## src/rtl/imm_extend_seq_if.sv

```systemverilog
// Chunk-in / result-out handshake bundle for imm_extend_seq.
// The slave modport is the extender's view, the master modport is the source/consumer view.
interface imm_extend_seq_if #(
    parameter int IN_W  = 4,
    parameter int OUT_W = 16
);
    localparam int MAXC = OUT_W / IN_W;
    localparam int CW   = $clog2(MAXC + 1);

    logic             in_valid;
    logic             in_ready;
    logic [IN_W-1:0]  I;
    logic             in_last;
    logic [1:0]       mode;
    logic             out_valid;
    logic             out_ready;
    logic [OUT_W-1:0] O;
    logic [CW-1:0]    count;
    logic             ovf;

    modport master (
        output in_valid, I, in_last, mode, out_ready,
        input  in_ready, out_valid, O, count, ovf
    );

    modport slave (
        input  in_valid, I, in_last, mode, out_ready,
        output in_ready, out_valid, O, count, ovf
    );
endinterface

```

## src/rtl/imm_extend_seq.sv

```systemverilog
// Sequential immediate builder: MS-chunk-first accumulation, then zero/sign/upper extension.
// Optional feature macro IMM_EXT_SIGN_EN enables sign mode; without it mode 01 acts as zero mode.
module imm_extend_seq #(
    parameter int IN_W  = 4,
    parameter int OUT_W = 16
) (
    input  logic                clk,
    input  logic                rst,
    imm_extend_seq_if.slave     bus
);
    localparam int MAXC = OUT_W / IN_W;
    localparam int CW   = $clog2(MAXC + 1);
    localparam logic [CW-1:0] MAXC_N = CW'(MAXC);

    localparam logic [1:0] IDLE  = 2'd0;
    localparam logic [1:0] ACCUM = 2'd1;
    localparam logic [1:0] HOLD  = 2'd2;

    logic [1:0]       state;
    logic [OUT_W-1:0] acc;
    logic [CW-1:0]    n;
    logic             ovf_r;
    logic [OUT_W-1:0] o_r;

    logic             accept;
    logic [OUT_W-1:0] acc_next;
    logic [CW-1:0]    n_next;
    logic             ovf_next;
    logic             upper_mode;
    logic             sign_mode;
    logic [OUT_W-1:0] result;
    logic [OUT_W-1:0] mask;
    logic [OUT_W-1:0] v;

    assign bus.in_ready  = (state != HOLD);
    assign bus.out_valid = (state == HOLD);
    assign bus.O         = o_r;
    assign bus.count     = n;
    assign bus.ovf       = ovf_r;

    assign accept   = bus.in_valid && bus.in_ready;
    assign acc_next = {acc[OUT_W-IN_W-1:0], bus.I};
    assign n_next   = (n == MAXC_N) ? MAXC_N : n + CW'(1);
    assign ovf_next = ovf_r | (n == MAXC_N);

    assign upper_mode = (bus.mode == 2'b10);
`ifdef IMM_EXT_SIGN_EN
    assign sign_mode  = (bus.mode == 2'b01);
`else
    assign sign_mode  = 1'b0;
`endif

    // Extension is selected by the saturated chunk count; each count has a fixed field width.
    always_comb begin
        result = '0;
        mask   = '0;
        v      = '0;
        for (int j = 1; j <= MAXC; j++) begin
            if (n_next == CW'(j)) begin
                mask = {OUT_W{1'b1}} >> (OUT_W - j * IN_W);
                v    = acc_next & mask;
                if (upper_mode) begin
                    result = v << (OUT_W - j * IN_W);
                end else if (sign_mode && acc_next[j * IN_W - 1]) begin
                    result = v | ~mask;
                end else begin
                    result = v;
                end
            end
        end
    end

    // Result is captured on the last-chunk edge and held until the consumer takes it.
    always_ff @(posedge clk or posedge rst) begin
        if (rst) begin
            state <= IDLE;
            acc   <= '0;
            n     <= '0;
            ovf_r <= 1'b0;
            o_r   <= '0;
        end else begin
            case (state)
                IDLE, ACCUM: begin
                    if (accept) begin
                        acc   <= acc_next;
                        n     <= n_next;
                        ovf_r <= ovf_next;
                        if (bus.in_last) begin
                            o_r   <= result;
                            state <= HOLD;
                        end else begin
                            state <= ACCUM;
                        end
                    end
                end
                HOLD: begin
                    if (bus.out_ready) begin
                        state <= IDLE;
                        acc   <= '0;
                        n     <= '0;
                        ovf_r <= 1'b0;
                    end
                end
                default: state <= IDLE;
            endcase
        end
    end
endmodule

```

## src/flat_wrapper.sv

```systemverilog
// flat-port wrapper written by rule: the top's interface ports become plain ports
module imm_extend_seq_flat 
#(
    parameter int IN_W  = 4,
    parameter int OUT_W = 16
)
  (clk, rst, bus_in_valid, bus_I, bus_in_last, bus_mode, bus_out_ready, bus_in_ready, bus_out_valid, bus_O, bus_count, bus_ovf);
  imm_extend_seq_if #(.IN_W(IN_W), .OUT_W(OUT_W)) bus_i ();
  input  logic clk;
  input  logic rst;
  input wire logic [$bits(bus_i.in_valid)-1:0] bus_in_valid;
  input wire logic [$bits(bus_i.I)-1:0] bus_I;
  input wire logic [$bits(bus_i.in_last)-1:0] bus_in_last;
  input wire logic [$bits(bus_i.mode)-1:0] bus_mode;
  input wire logic [$bits(bus_i.out_ready)-1:0] bus_out_ready;
  output wire logic [$bits(bus_i.in_ready)-1:0] bus_in_ready;
  output wire logic [$bits(bus_i.out_valid)-1:0] bus_out_valid;
  output wire logic [$bits(bus_i.O)-1:0] bus_O;
  output wire logic [$bits(bus_i.count)-1:0] bus_count;
  output wire logic [$bits(bus_i.ovf)-1:0] bus_ovf;
  assign bus_i.in_valid = bus_in_valid;
  assign bus_i.I = bus_I;
  assign bus_i.in_last = bus_in_last;
  assign bus_i.mode = bus_mode;
  assign bus_i.out_ready = bus_out_ready;
  assign bus_in_ready = bus_i.in_ready;
  assign bus_out_valid = bus_i.out_valid;
  assign bus_O = bus_i.O;
  assign bus_count = bus_i.count;
  assign bus_ovf = bus_i.ovf;
  imm_extend_seq #(.IN_W(IN_W), .OUT_W(OUT_W)) u_core (.clk(clk), .rst(rst), .bus(bus_i));
endmodule
```

## config.mk

```make
export PLATFORM = sky130hd
export DESIGN_NAME = imm_extend_seq_flat
export DESIGN_NICKNAME = d
export VERILOG_FILES = /design/src/rtl/imm_extend_seq_if.sv /design/src/rtl/imm_extend_seq.sv /design/src/flat_wrapper.sv
export SDC_FILE = /design/constraint.sdc
export NUM_CORES = 1
export LEC_CHECK = 0
export BUFFER_PORTS_ARGS = -buffer_cell sky130_fd_sc_hd__buf_2
export CAP_MARGIN = 0
export CELL_PAD_IN_SITES_DETAIL_PLACEMENT = 0
export CELL_PAD_IN_SITES_GLOBAL_PLACEMENT = 1
export CORE_MARGIN = 3
export CORE_UTILIZATION = 42
export CTS_CLUSTER_SIZE = 14
export DETAILED_ROUTE_END_ITERATION = 10
export HOLD_SLACK_MARGIN = 0.12
export PLACE_DENSITY_LB_ADDON = 0.15
export SYNTH_ARGS = -nofsm -noshare
export SYNTH_HDL_FRONTEND = slang
export SYNTH_SLANG_ARGS = --single-unit
```

## constraint.sdc

```tcl
create_clock -name clk -period 2.5 [get_ports clk]
set_input_delay 0.5 -clock clk [delete_from_list [all_inputs] [get_ports clk]]
set_output_delay 0.5 -clock clk [all_outputs]
set_load 0.1 [all_outputs]
```

==> run_results.csv, run 1 <==
group,metric,value,unit
clock_tree,worstSkewPairLatency,290,ps
yosys,postSynthCellCount,159,
yosys,synthTopCellsByArea,"dfrtp_1, a22o_1, mux2i_1",
sta,period_minus_slack,2220,ps
worst_setup_path,critPathArrivalTime,2450,ps
final_layout,drive_gt1_frac,0.289,
run_status,status,"finished clean",
global_route,grt_antenna_before_repair,0,
worst_setup_path,cp-end-kind,"register",
detailed_routing,antenna_left,0,
clock_tree,clkSinkCount,34,
sta,fin_crit_sh,0.887,
die,fp.dieArea,4830,um^2
sta,finalHoldViolCount,0,
worst_setup_path,crit_type,"register to register",
sta,worst_slew_pin_slew,490,ps
detailed_routing,wire_per_inst,17.4,um
yosys,syn_area,1690,um^2
min_path,worstHoldPathType,"input port to register",
die,core,3770,um^2
place,globalplace.congestion,0.826,
sta,finalMaxSlewViolations,0,
yosys,yosysWarnings,0,
global_route,grt_max_degree,23,
yosys,ys_async_sr_fraction,1.00,
yosys,synth.distinct_cells,40,
yosys,yosysMostFrequentCell,"dfrtp_1",
yosys,synth_top_area_frac,0.503,
final_layout,area_growth,18.8,%
yosys,syn_nets,172,
clock_tree,clock-root-buffer,"clkbuf_8",
detailed_routing,vias_per_cell,5.78,
global_route,grt_pass1_vias,1400,
die,die_w,69.5,um
worst_setup_path,cp-start-kind,"register",
detailed_routing,post-route-drc-count,0,
yosys,synth_edf_count,0,
sta,fin_setup_tns,0,ps
detailed_routing,dr_total_vias,1417,
yosys,synthFlopType,"dfrtp_1",
die,rows,22,
clock_tree,clk_pin_slew,70,ps
detailed_routing,drt-initial-drc-count,80,
final_layout,layout.nets,209,
die,die_h,69.5,um
job,maxCapViolCount,0,
sta,finalSetupViolCount,0,
global_route,track_usage,0.194,
sta,rsz0062_at_grt,"no",
place,placed_cells,236,
clock_tree,numCtsBuffers,5,
place,io_buffers,32,
global_route,grt_pass1_wl,7340,um
final_layout,antenna_cells,0,
global_route,grt-ovfl-total,0,
clock_tree,cts_tree,"built",
clock_tree,max-clock-path-buffers,2,
place,dp_hpwl,3000,um
worst_setup_path,worst-r2r-setup-slack,280,ps
worst_setup_path,cp_data_required_time,2730,ps
sta,maxSlewHeadroom,0.675,
yosys,post-synth-top-area-cell,"dfrtp_1",
clock_tree,cts_resized,0,
sta,fin_skew,5.63,ps
yosys,synth_area_per_cell,10.6,um^2
yosys,synth_seq_area_share,0.503,
detailed_routing,wirelength,4250,um
final_layout,stdcell_count,245,
die,initial_core_util,0.449,
yosys,ys_ff_latch,34,
worst_setup_path,crit_path_max_fanout,21,
clock_tree,htree_levels,2,
die,io-pin-count,33,
detailed_routing,first_pass_iters,4,
sta,fmax,451,MHz
yosys,synthTopCellsByCount,"dfrtp_1, a22o_1, nand2_1, nor2_1, mux2i_1",
## per-stage QoR
step	hold slack, ps	utilization	instance area (um^2)	setup slack [ps]
after CTS	409	0.534	2010	275
final	420	0.534	2010	283
after global routing	413	0.534	2010	102
after global placement	392	0.507	1910	368
after detailed placement	395	0.507	1910	293
after floorplan	463	-	1700	63.2
## cells in the final DEF, fill, tap and decap left out, drive strengths merged
cell type    count
a21oi            8
and3b            1
nand2b           2
mux2             1
a221oi           4
ha               2
nor2b            2
nand2           13
buf             39
a22o            12
clkbuf           7
o22a             1
a221o            7
inv              4
o21ai            9
nand3b           1
nor2            12
dfrtp           34
nand4            1
a31oi            3
or2              1
and2             5
nor3             3
a211oi           1
and3             2
o211ai           2
mux2i            7
nand4bb          2
clkinv           1
a211o            1
clkinvlp         1
a41oi            1
a32o             1
dlygate4sd3      1
nand3            5
## per-layer routing
metal | wire [um] | up-vias | global-route usage
met5 | 0 | - | 0
met4 | 61 | 0 | 0.0672
met3 | 244 | 6 | 0.0551
met2 | 1850 | 53 | 0.272
met1 | 2100 | 694 | 0.284
li1 | - | 664 | -
## kinds of logic (layout without fill, tap and decap cells)
| family | count (synthesis) | in the layout | synth area share |
|---|---|---|---|
| AO/OA/AOI/OAI | 50 | 50 | 0.231 |
| AND/OR/NAND/NOR | 50 | 50 | 0.154 |
| flip-flops | 34 | 34 | 0.503 |
| buffers and inverters | 15 | 53 | 0.0495 |
| multiplexers | 8 | 8 | 0.0480 |
| adder cells (fa/ha/maj) | 2 | 2 | 0.0148 |
## final cells by class
| class | instances | area, um^2 |
|---|---|---|
| clock buffer | 7 | 86.3 |
| timing repair buffer | 40 | 223 |
| inverter | 5 | 22.5 |
| tap | 48 | 60.1 |
| sequential | 34 | 855 |
| clock inverter | 1 | 5.00 |
| fill | 339 | 1760 |
| multi-input combinational | 110 | 761 |
## critical path: stages (launching register included)
cell and delay [ps]:
dfrtp_4 560, inv_1 70, ha_1 430, nand4bb_1 270, and3_1 220, a21oi_1 370, a221o_1 240
## path summary, 6_finish.rpt
kind	from	end	cells after the start
max in group asynchronous	rst	u_core.acc[8]	4
worst max register to register	u_core.bus.count[0]	u_core.bus.O[4]	6
min in group asynchronous	rst	u_core.bus.O[14]	3
worst min-delay path	bus_in_valid	u_core.state[0]	2
worst min register to register	u_core.bus.O[2]	u_core.bus.O[2]	2
worst max-delay path	u_core.bus.count[0]	u_core.bus.O[4]	6
## registers in the layout, summed over array words and instances, names as in the netlist
| signal | count |
|---|---|
| u_core.acc | 12 |
| u_core.bus.O | 16 |
| u_core.bus.count | 3 |
| u_core.state | 2 |
| u_core.bus.ovf | 1 |
## what timing repair did
action	in CTS	in global routing
endpoints found under the hold margin	3	0
hold buffers	1	0
buffers inserted	0	0
Power of run 1 is left out: the tool's default activity adds up to more than one toggle a clock period on the data nets, which glitch-free logic cannot reach.
==> run 2: changes to the inputs <==
BUFFER_PORTS_ARGS = -buffer_cell sky130_fd_sc_hd__buf_4   (was -buffer_cell sky130_fd_sc_hd__buf_2)
==> run 2 against run 1 <==
Net effect: sequential share of layout area is 1.8 points lower; final area is 4.4% higher; global-route usage is 0.24 points lower; critical path depth stayed put; via count is 0.99% lower; routed wire length is 0.42% lower; non-clock buffer count is 1 lower; die area stayed put; clock-buffer cell count is 1 higher.
==> run_results.csv, run 2 (synthesis gave the netlist of run 1 again) <==
group,metric,value,unit
detailed_routing,vias_per_cell,5.75,
sta,fin_skew,3.79,ps
worst_setup_path,cp-end-kind,"register",
detailed_routing,wire_per_inst,17.4,um
final_layout,largest_reg_flops,16,
worst_setup_path,critPathSlowestCell,"dfrtp_4",
die,rows,22,
die,die_w,69.5,um
sta,period_minus_slack,2190,ps
place,io_buffers,32,
clock_tree,clock-root-buffer,"clkbuf_8",
place,placed_cells,236,
run_status,status,"finished clean",
sta,worst_slew_pin_slew,502,ps
sta,finalHoldViolCount,0,
worst_setup_path,crit_path_max_fanout,21,
detailed_routing,post-route-drc-count,0,
die,fp.dieArea,4830,um^2
final_layout,fillers,341,
worst_setup_path,crit_cells,6,
final_layout,stdcell_count,244,
clock_tree,cts_tree,"built",
die,core,3770,um^2
clock_tree,clkSinkCount,34,
sta,fin_setup_tns,0,ps
min_path,worstHoldPathType,"input port to async pin",
detailed_routing,antenna_left,0,
final_layout,fin_util,0.557,
worst_setup_path,crit_type,"register to register",
worst_setup_path,cpPeakStageDelay,550,ps
sta,fin_crit_sh,0.877,
final_layout,drive_gt1_frac,0.296,
final_layout,area_growth,24.1,%
clock_tree,worstSkewPairLatency,280,ps
final_layout,layout.nets,208,
clock_tree,numCtsBuffers,5,
global_route,grt-ovfl-total,0,
final_layout,final_cell_mix,"buf_4, dfrtp_1, nand2_1, nor2_1, a22o_1",
global_route,track_usage,0.191,
sta,maxSlewHeadroom,0.665,
worst_setup_path,critPathArrivalTime,2410,ps
clock_tree,cts_resized,0,
sta,rsz0062_at_grt,"no",
worst_setup_path,cp_data_required_time,2720,ps
worst_setup_path,cp-start-kind,"register",
sta,fmax,456,MHz
final_layout,multi_input_area,761,um^2
global_route,grt_antenna_before_repair,0,
global_route,grt_max_degree,23,
detailed_routing,dr_total_vias,1403,
sta,finalMaxSlewViolations,0,
worst_setup_path,reg2reg_depth,6,
clock_tree,htree_levels,2,
die,die_h,69.5,um
global_route,grt_pass1_vias,1435,
die,io-pin-count,33,
worst_setup_path,worstPathCellList,"inv_1 -> ha_1 -> nand4bb_1 -> and3_1 -> a21oi_1 -> a221o_1",
sta,finalSetupViolCount,0,
worst_setup_path,crit_buf_inv,1,
detailed_routing,first_pass_iters,4,
clock_tree,cts_setup_buffers,0,
die,initial_core_util,0.449,
place,dp_hpwl,3000,um
global_route,grt_pass1_wl,7380,um
clock_tree,clk_pin_slew,70,ps
clock_tree,max-clock-path-buffers,2,
worst_setup_path,critPathTopFamily,"compound AO/OA/AOI/OAI gates",
detailed_routing,drt-initial-drc-count,104,
place,globalplace.congestion,0.827,
clock_tree,hold_buffers,0,
job,maxCapViolCount,0,
final_layout,antenna_cells,0,
final_layout,layout_commonest_cell,"buf_4",
detailed_routing,wirelength,4230,um
final_layout,seqCellArea,855,um^2
-- run 2: final timing paths --
kind	startpoint	end	slack, ps
setup / recovery	u_core.bus.count[0]	u_core.bus.O[6]	310
hold / removal	rst	u_core.bus.O[12]	240
setup reg to reg	u_core.bus.count[0]	u_core.bus.O[6]	310
hold reg to reg	u_core.bus.O[1]	u_core.bus.O[1]	500
max in group asynchronous	rst	u_core.bus.O[7]	1630
min in group clk	bus_out_ready	u_core.bus.ovf	400
-- run 2: cell type report --
type / instances / area share
Multi-Input combinational cell: 110 / 0.362
Inverter: 5 / 0.0107
Sequential cell: 34 / 0.407
Timing Repair Buffer: 39 / 0.139
Clock buffer: 8 / 0.0524
Tap cell: 48 / 0.0286
-- run 2: metal layers --
| metal | track usage | up-vias | wire length [um] |
|---|---|---|---|
| met1 | 0.284 | 697 | 2050 |
| met3 | 0.0507 | 4 | 233 |
| met2 | 0.268 | 40 | 1910 |
| met4 | 0.0651 | 0 | 41 |
| li1 | - | 662 | - |
| met5 | 0 | - | 0 |
-- run 2: metrics by stage --
stage / area (um^2) / setup WS, ps / hold WS, ps
floorplan: 1700 / 63.2 / 463
global placement: 1990 / 398 / 477
detailed placement: 1990 / 310 / 486
CTS: 2100 / 313 / 260
global route: 2100 / 173 / 284
finish: 2100 / 307 / 239
Power of run 2 is left out for the same reason.
